[src/rtl/arcade_input_ctrl_if.sv]
// Player-input bundle between the hps_io side (master) and the input
// controller (slave): PS/2 events, joysticks, rotation and autofire enables
// in; merged, rotated and stretched player controls out.
interface arcade_input_ctrl_if #(
  parameter int NPLAYERS = 2,
  parameter int NBUTTONS = 2
);
  logic [10:0]                  ps2_key;
  logic [16*NPLAYERS-1:0]       joy_in;
  logic [1:0]                   rotate;
  logic [NPLAYERS-1:0]          autofire_en;
  logic [4*NPLAYERS-1:0]        p_dir;
  logic [NBUTTONS*NPLAYERS-1:0] p_btn;
  logic [NPLAYERS-1:0]          start;
  logic [1:0]                   coin;
  logic                         test;

  modport master (
    output ps2_key, joy_in, rotate, autofire_en,
    input  p_dir, p_btn, start, coin, test
  );

  modport slave (
    input  ps2_key, joy_in, rotate, autofire_en,
    output p_dir, p_btn, start, coin, test
  );
endinterface

[src/rtl/arcade_input_ctrl.sv]
// Arcade player-input front end: latches the fixed PS/2 key map, ORs it with
// the per-player joysticks, rotates directions, adds autofire on button 0 and
// stretches edge-triggered coin requests. Every output comes from a flop.
module arcade_input_ctrl #(
  parameter int NPLAYERS   = 2,
  parameter int NBUTTONS   = 2,
  parameter int COIN_PULSE = 200000,
  parameter int AF_HALF    = 400000,
  parameter int START_COIN = 1,
  parameter int ACTIVE_LOW = 0
) (
  input  logic               clk_sys,
  input  logic               RESET,
  arcade_input_ctrl_if.slave io
);

  localparam int CW = $clog2(COIN_PULSE + 1);
  localparam int AW = $clog2(AF_HALF + 1);
  // start and coin bit positions inside a 16-bit joystick word
  localparam int SB = 4 + NBUTTONS;
  localparam int CB = 5 + NBUTTONS;
  localparam logic INV = (ACTIVE_LOW != 0);
  localparam logic [CW-1:0] COIN_LOAD = CW'(COIN_PULSE);
  localparam logic [AW-1:0] AF_LOAD   = AW'(AF_HALF - 1);

  // keyboard state; the fixed map only covers P1 and P2
  logic            tog_q, tog_d;
  logic            primed_q, primed_d;
  logic [1:0][3:0] kdir_q, kdir_d;     // {U,D,L,R}
  logic [1:0][1:0] kbtn_q, kbtn_d;
  logic [1:0]      kstart_q, kstart_d;
  logic [1:0]      kcoin_q, kcoin_d;
  logic            ktest_q, ktest_d;
  logic [8:0]      code;
  logic            pressed;

  // merged raw inputs
  logic [NPLAYERS-1:0][3:0]          raw_dir;
  logic [NPLAYERS-1:0][NBUTTONS-1:0] raw_btn;
  logic [NPLAYERS-1:0]               raw_start;
  logic [NPLAYERS-1:0]               raw_coin;
  logic [1:0]                        coin_req;

  // autofire and coin timers
  logic [NPLAYERS-1:0][AW-1:0] af_cnt_q, af_cnt_d;
  logic [NPLAYERS-1:0]         af_run_q, af_run_d;
  logic [NPLAYERS-1:0]         af_ph_q, af_ph_d;
  logic [1:0][CW-1:0]          coin_cnt_q, coin_cnt_d;
  logic [1:0]                  req_q, req_d;

  // output registers
  logic [4*NPLAYERS-1:0]        p_dir_q, p_dir_d;
  logic [NBUTTONS*NPLAYERS-1:0] p_btn_q, p_btn_d;
  logic [NPLAYERS-1:0]          start_q, start_d;
  logic [1:0]                   coin_q, coin_d;
  logic                         test_q, test_d;

  function automatic logic [3:0] rotate_udlr(input logic [3:0] udlr,
                                             input logic [1:0] rot);
    logic u, d, l, r;
    {u, d, l, r} = udlr;
    case (rot)
      2'b00:   return {u, d, l, r};
      2'b01:   return {l, r, d, u};
      2'b10:   return {d, u, r, l};
      default: return {r, l, u, d};
    endcase
  endfunction

  // PS/2 event detect and key-map decode; the first edge after reset only primes
  always_comb begin
    tog_d    = tog_q;
    primed_d = 1'b1;
    kdir_d   = kdir_q;
    kbtn_d   = kbtn_q;
    kstart_d = kstart_q;
    kcoin_d  = kcoin_q;
    ktest_d  = ktest_q;
    code     = io.ps2_key[8:0];
    pressed  = io.ps2_key[9];
    if (!primed_q) begin
      tog_d = io.ps2_key[10];
    end else if (io.ps2_key[10] != tog_q) begin
      tog_d = io.ps2_key[10];
      // P1 arrows are accepted with or without the E0 prefix
      if      (code[7:0] == 8'h75) kdir_d[0][3] = pressed;
      else if (code[7:0] == 8'h72) kdir_d[0][2] = pressed;
      else if (code[7:0] == 8'h6B) kdir_d[0][1] = pressed;
      else if (code[7:0] == 8'h74) kdir_d[0][0] = pressed;
      else begin
        case (code)
          9'h029, 9'h014: kbtn_d[0][0] = pressed;
          9'h011:         kbtn_d[0][1] = pressed;
          9'h02D:         kdir_d[1][3] = pressed;
          9'h02B:         kdir_d[1][2] = pressed;
          9'h023:         kdir_d[1][1] = pressed;
          9'h034:         kdir_d[1][0] = pressed;
          9'h01C:         kbtn_d[1][0] = pressed;
          9'h01B:         kbtn_d[1][1] = pressed;
          9'h005, 9'h016: kstart_d[0]  = pressed;
          9'h006, 9'h01E: kstart_d[1]  = pressed;
          9'h02E:         kcoin_d[0]   = pressed;
          9'h036:         kcoin_d[1]   = pressed;
          9'h02C:         ktest_d      = pressed;
          default: ;
        endcase
      end
    end
  end

  // merge key latches with joystick words into raw per-player controls
  always_comb begin
    raw_dir   = '0;
    raw_btn   = '0;
    raw_start = '0;
    raw_coin  = '0;
    for (int p = 0; p < NPLAYERS; p++) begin
      raw_dir[p]   = io.joy_in[16*p +: 4];
      raw_btn[p]   = io.joy_in[16*p+4 +: NBUTTONS];
      raw_start[p] = io.joy_in[16*p+SB];
      raw_coin[p]  = io.joy_in[16*p+CB];
      if (p < 2) begin
        raw_dir[p]   = raw_dir[p] | kdir_q[p[0]];
        raw_start[p] = raw_start[p] | kstart_q[p[0]];
        for (int b = 0; b < NBUTTONS && b < 2; b++)
          raw_btn[p][b] = raw_btn[p][b] | kbtn_q[p[0]][b[0]];
      end
    end
  end

  // coin requests: P2 feeds slot 1, every other player and optionally any start feed slot 0
  always_comb begin
    coin_req = kcoin_q;
    for (int p = 0; p < NPLAYERS; p++) begin
      if (p == 1) coin_req[1] = coin_req[1] | raw_coin[p];
      else        coin_req[0] = coin_req[0] | raw_coin[p];
    end
    if (START_COIN != 0) coin_req[0] = coin_req[0] | (|raw_start);
  end

  // next output values: rotation, autofire phase timers, coin pulse timers
  always_comb begin
    logic [NBUTTONS-1:0] btn;
    btn      = '0;
    p_dir_d  = '0;
    p_btn_d  = '0;
    af_cnt_d = af_cnt_q;
    af_run_d = af_run_q;
    af_ph_d  = af_ph_q;
    start_d  = raw_start ^ {NPLAYERS{INV}};
    test_d   = ktest_q;
    for (int p = 0; p < NPLAYERS; p++) begin
      p_dir_d[4*p +: 4] = rotate_udlr(raw_dir[p], io.rotate) ^ {4{INV}};
      btn = raw_btn[p];
      if (io.autofire_en[p] && raw_btn[p][0]) begin
        if (!af_run_q[p]) begin
          // first held cycle opens a high phase
          af_run_d[p] = 1'b1;
          af_ph_d[p]  = 1'b1;
          af_cnt_d[p] = AF_LOAD;
          btn[0]      = 1'b1;
        end else if (af_cnt_q[p] == '0) begin
          af_ph_d[p]  = ~af_ph_q[p];
          af_cnt_d[p] = AF_LOAD;
          btn[0]      = ~af_ph_q[p];
        end else begin
          af_cnt_d[p] = af_cnt_q[p] - AW'(1);
          btn[0]      = af_ph_q[p];
        end
      end else begin
        af_run_d[p] = 1'b0;
        af_ph_d[p]  = 1'b0;
        af_cnt_d[p] = '0;
      end
      p_btn_d[NBUTTONS*p +: NBUTTONS] = btn ^ {NBUTTONS{INV}};
    end
    // a slot is idle only at terminal count; edges seen while busy are dropped
    for (int k = 0; k < 2; k++) begin
      coin_d[k] = (coin_cnt_q[k] != '0);
      if (coin_cnt_q[k] != '0)
        coin_cnt_d[k] = coin_cnt_q[k] - CW'(1);
      else if (coin_req[k] && !req_q[k])
        coin_cnt_d[k] = COIN_LOAD;
      else
        coin_cnt_d[k] = '0;
    end
    req_d = coin_req;
  end

  // state and output registers; reset drops held keys and aborts pulses
  always_ff @(posedge clk_sys or posedge RESET) begin
    if (RESET) begin
      tog_q      <= 1'b0;
      primed_q   <= 1'b0;
      kdir_q     <= '0;
      kbtn_q     <= '0;
      kstart_q   <= '0;
      kcoin_q    <= '0;
      ktest_q    <= 1'b0;
      af_cnt_q   <= '0;
      af_run_q   <= '0;
      af_ph_q    <= '0;
      coin_cnt_q <= '0;
      req_q      <= '0;
      p_dir_q    <= {4*NPLAYERS{INV}};
      p_btn_q    <= {NBUTTONS*NPLAYERS{INV}};
      start_q    <= {NPLAYERS{INV}};
      coin_q     <= '0;
      test_q     <= 1'b0;
    end else begin
      tog_q      <= tog_d;
      primed_q   <= primed_d;
      kdir_q     <= kdir_d;
      kbtn_q     <= kbtn_d;
      kstart_q   <= kstart_d;
      kcoin_q    <= kcoin_d;
      ktest_q    <= ktest_d;
      af_cnt_q   <= af_cnt_d;
      af_run_q   <= af_run_d;
      af_ph_q    <= af_ph_d;
      coin_cnt_q <= coin_cnt_d;
      req_q      <= req_d;
      p_dir_q    <= p_dir_d;
      p_btn_q    <= p_btn_d;
      start_q    <= start_d;
      coin_q     <= coin_d;
      test_q     <= test_d;
    end
  end

  assign io.p_dir = p_dir_q;
  assign io.p_btn = p_btn_q;
  assign io.start = start_q;
  assign io.coin  = coin_q;
  assign io.test  = test_q;

endmodule

[src/flat_wrapper.sv]
// flat-port wrapper written by rule: the top's interface ports become plain ports
module arcade_input_ctrl_flat 
#(
  parameter int NPLAYERS   = 2,
  parameter int NBUTTONS   = 2,
  parameter int COIN_PULSE = 200000,
  parameter int AF_HALF    = 400000,
  parameter int START_COIN = 1,
  parameter int ACTIVE_LOW = 0
)
  (clk_sys, RESET, io_ps2_key, io_joy_in, io_rotate, io_autofire_en, io_p_dir, io_p_btn, io_start, io_coin, io_test);
  arcade_input_ctrl_if #(.NPLAYERS(NPLAYERS), .NBUTTONS(NBUTTONS)) io_i ();
  input  logic clk_sys;
  input  logic RESET;
  input wire logic [$bits(io_i.ps2_key)-1:0] io_ps2_key;
  input wire logic [$bits(io_i.joy_in)-1:0] io_joy_in;
  input wire logic [$bits(io_i.rotate)-1:0] io_rotate;
  input wire logic [$bits(io_i.autofire_en)-1:0] io_autofire_en;
  output wire logic [$bits(io_i.p_dir)-1:0] io_p_dir;
  output wire logic [$bits(io_i.p_btn)-1:0] io_p_btn;
  output wire logic [$bits(io_i.start)-1:0] io_start;
  output wire logic [$bits(io_i.coin)-1:0] io_coin;
  output wire logic [$bits(io_i.test)-1:0] io_test;
  assign io_i.ps2_key = io_ps2_key;
  assign io_i.joy_in = io_joy_in;
  assign io_i.rotate = io_rotate;
  assign io_i.autofire_en = io_autofire_en;
  assign io_p_dir = io_i.p_dir;
  assign io_p_btn = io_i.p_btn;
  assign io_start = io_i.start;
  assign io_coin = io_i.coin;
  assign io_test = io_i.test;
  arcade_input_ctrl #(.NPLAYERS(NPLAYERS), .NBUTTONS(NBUTTONS), .COIN_PULSE(COIN_PULSE), .AF_HALF(AF_HALF), .START_COIN(START_COIN), .ACTIVE_LOW(ACTIVE_LOW)) u_core (.clk_sys(clk_sys), .RESET(RESET), .io(io_i));
endmodule
[config.mk]
export PLATFORM = sky130hd
export DESIGN_NAME = arcade_input_ctrl_flat
export DESIGN_NICKNAME = d
export VERILOG_FILES = /design/src/rtl/arcade_input_ctrl_if.sv /design/src/rtl/arcade_input_ctrl.sv /design/src/flat_wrapper.sv
export SDC_FILE = /design/constraint.sdc
export NUM_CORES = 1
export LEC_CHECK = 0
export CELL_PAD_IN_SITES_DETAIL_PLACEMENT = 0
export CELL_PAD_IN_SITES_GLOBAL_PLACEMENT = 1
export CORE_ASPECT_RATIO = 0.5
export CORE_MARGIN = 8
export CORE_UTILIZATION = 54
export DETAILED_ROUTE_END_ITERATION = 12
export DONT_BUFFER_PORTS = 1
export PLACE_DENSITY = 0.88
export SLEW_MARGIN = 20
export SYNTH_ARGS = -nofsm -noshare
export SYNTH_HDL_FRONTEND = slang
export SYNTH_SLANG_ARGS = --single-unit
[constraint.sdc]
create_clock -name clk_sys -period 11.7 [get_ports clk_sys]
set_clock_uncertainty 0.15 [all_clocks]
set_input_delay 2.34 -clock clk_sys [delete_from_list [all_inputs] [get_ports clk_sys]]
set_output_delay 2.34 -clock clk_sys [all_outputs]
set_load 0.01 [all_outputs]
==> impl_metrics.env <==
export IMPL_antenna_cells=0
export IMPL_path_depth=4
export IMPL_critical_path_top_delay_family="simple AND/OR/NAND/NOR gates"
export IMPL_final_cells=697
export IMPL_synth_edff_count=0
export IMPL_portBuffers=0
export IMPL_cts_num_sinks=116
export IMPL_grt_pass1_vias=3917
export IMPL_critPathLaunchType="input port"
export IMPL_dr_pass1_iters=5
export IMPL_worstMarginPinSlew_ps=913
export IMPL_die_h_um=88.2
export IMPL_cts_made_buffers=17
export IMPL_ys_warnings_count=0
export IMPL_dpl_cell_count=665
export IMPL_report_power_total_mw=1.03
export IMPL_path_buf_inv=0
export IMPL_worst_path_max_fanout=5
export IMPL_synth_commonest_cells="116 x dfrtp_1, 65 x nor2_1, 38 x a21oi_1"
export IMPL_period_minus_slack_ps=3800
export IMPL_critical_path_class="input port to flop"
export IMPL_layout_setup_ws_ps=7900
export IMPL_synth_most_common_cell="dfrtp_1"
export IMPL_boundaryPins=66
export IMPL_synth_flop_cell="dfrtp_1"
export IMPL_r2r_end="u_core.coin_cnt_q[11]"
export IMPL_grt_max_degree=75
export IMPL_nFillCells=823
export IMPL_netlist_area_sq_um=5620
export IMPL_synth_largest_area_cell="dfrtp_1"
export IMPL_post_cts_setup_buffers=0
export IMPL_slowest_stage="or4b_1"
export IMPL_setup_tns_ps=0
export IMPL_drive_above_1_share=0.138
export IMPL_avgSynthCellArea_sq_um=10.4
export IMPL_ctsResizeCount=0
export IMPL_grt_use_met1=0.222
export IMPL_clock_latency_ps=410
export IMPL_cts_clk_slew_worst_paths_ps=50
export IMPL_required_ps=11840
export IMPL_switching_power_mw=0.235
export IMPL_grt_use_met2=0.266
export IMPL_gr_total_overflow=0
export IMPL_final_util=0.624
export IMPL_slew_limit_headroom=0.391
export IMPL_synthesis_nets=594
export IMPL_clkPwrFrac=0.515
export IMPL_grt_antenna_before_repair=0
export IMPL_outcome="finished, final reports clean"
export IMPL_drc=0
export IMPL_grt_pass1_wl_mm=19.5
export IMPL_syn_inst=539
export IMPL_wl_per_cell_um=16.1
export IMPL_detail_route_antenna_nets=0
export IMPL_core_sq_um=10200
export IMPL_hold_ws_ps=232
export IMPL_cp_arrival_ps=3940
export IMPL_seq_area_frac_synth=0.516
export IMPL_maxSlewViolCount=0
export IMPL_rsz0062_at_grt="false"
export IMPL_use_met3=0.0652
export IMPL_initial_core_util=0.552
export IMPL_syn2layout_area_growth_pct=12.9
export IMPL_preCtsSetupSlack_ps=7520
export IMPL_cts_htree_levels=4
export IMPL_cts_tree="yes"
export IMPL_die_x_um=160
export IMPL_stdcell_area_sq_um=6350
export IMPL_setup_viol=0
export IMPL_ys_ff_latch=116
export IMPL_grt_use_total=0.172
export IMPL_wl_mm=11.2
export IMPL_power_density_nw_per_um2=163
export IMPL_r2r_start="u_core.coin_cnt_q[0]"
export IMPL_dpl_cell_area_sq_um=5750
export IMPL_vias=3998
export IMPL_rrSetupSlack_ps=9140
export IMPL_p_sw_frac=0.227
export IMPL_ys_types=51
export IMPL_cp_cell_sequence="nand2b_1, or4b_1, nor4b_1, mux2_2"
export IMPL_critPathCaptureType="flop"
export IMPL_gp_congestion=0.767
export IMPL_dp_hpwl_mm=7.33
export IMPL_regArea_sq_um=2900
export IMPL_p_seq_frac=0.418
export IMPL_clock_root_buffer="clkbuf_16"
export IMPL_cts_buffer_depth=2
export IMPL_fp_row_count=26
export IMPL_pwr_share_comb=0.067
export IMPL_vias_per_cell=5.74
export IMPL_synthArstFlopShare=1.00
export IMPL_cpPeakStageDelay_ps=630
export IMPL_hold_viol=0
export IMPL_p_leak_nw=2.68
export IMPL_ir_drop_mv=0.0992
export IMPL_min_path_type="flop to flop"
export IMPL_drv_cap=0
export IMPL_busiest_layer="met2"
export IMPL_multi_input_area_sq_um=2570
export IMPL_crit_end="u_core.kcoin_q[0]"
export IMPL_fmax_mhz=263
export IMPL_synthTopCellsByArea="dfrtp_1 52%, mux2_2 5.2%, nor2_1 4.3%"
export IMPL_r2r_cells=7
export IMPL_die_area_sq_um=14100
export IMPL_period_share=0.325
export IMPL_nets=599
export IMPL_hold_buffers=0
export IMPL_yosys_area_top_type_share=0.516
export IMPL_startpoint="io_ps2_key[7]"
export IMPL_power_internal_mw=0.798
export IMPL_initialDrtViolationCount=245
worst reg2reg max path, stage by stage (launching register included):
cell and delay [ps]:
dfrtp_1 420, inv_1 80, ha_1 200, or3b_2 540
nor4_4 240, and3_1 630, inv_4 50, mux2i_1 140
registers in the layout (all words and copies together) (netlist names):
signal,cells
u_core.primed_q,1
u_core.tog_q,1
u_core.req_q,2
u_core.af_cnt_q,38
u_core.io.p_dir,8
u_core.kcoin_q,2
u_core.kbtn_q,4
u_core.af_ph_q,2
u_core.af_run_q,2
u_core.io.coin,2
u_core.kstart_q,2
u_core.io.p_btn,4
u_core.kdir_q,8
u_core.io.test,1
u_core.ktest_q,1
u_core.coin_cnt_q,36
u_core.io.start,2
power by group through the flow:
| stage | clock, mW | sequential [mW] | combinational [mW] |
|---|---|---|---|
| 6_report | 0.532 | 0.431 | 0.0694 |
| 5_1_grt | 0.562 | 0.433 | 0.0796 |
| 4_1_cts | 0.542 | 0.431 | 0.0704 |
| 3_5_place_dp | 0 | 0.437 | 0.0699 |
| 3_3_place_gp | 0 | 0.437 | 0.0684 |
| 2_1_floorplan | 0 | 0.434 | 0.0602 |
cell usage in the layout, fill, tap and decap left out, drive strengths merged, types with 20 or more instances in the layout:
master  netlist  layout
clkbuf       14      22
nor4         21      21
nor2         65      65
xor2         22      22
nor3         26      26
xnor2        22      22
dfrtp       116     116
a21oi        38      38
mux2         26      26
nand2        20      20
kinds of logic after synthesis:
family          share of synthesized area
simple gates                        0.226
flops                               0.516
compound gates                     0.0939
xor+xnor                           0.0685
buf+inv                            0.0260
mux                                0.0556
fa+ha+maj                          0.0133
other cells                      0.000667
final cells by class:
class / count / share of cell area
clock inverter: 10 / 0.0246
inverter: 17 / 0.0108
multi-input combinational: 388 / 0.405
sequential: 116 / 0.457
timing repair buffer: 4 / 0.00473
tap: 140 / 0.0276
clock buffer: 22 / 0.0699
metal layers:
| metal | vias to the layer above | wire length [um] |
|---|---|---|
| li1 | 1957 | - |
| met1 | 1952 | 5270 |
| met2 | 83 | 5210 |
| met3 | 6 | 656 |
| met4 | 0 | 63 |
| met5 | - | 0 |
worst min path at each step:
| stage | from | endpoint | slack (ps) | depth (start not counted) |
|---|---|---|---|---|
| final | u_core.ktest_q | u_core.io.test | 230 | 0 |
| after global routing | u_core.ktest_q | u_core.io.test | 260 | 0 |
| after CTS | u_core.ktest_q | u_core.io.test | 240 | 0 |
| after detailed placement | u_core.ktest_q | u_core.io.test | 230 | 0 |
| after global placement | u_core.ktest_q | u_core.io.test | 240 | 0 |
| after floorplan | u_core.ktest_q | u_core.io.test | 200 | 0 |
Note: power is estimated with default switching activity, not from simulation.
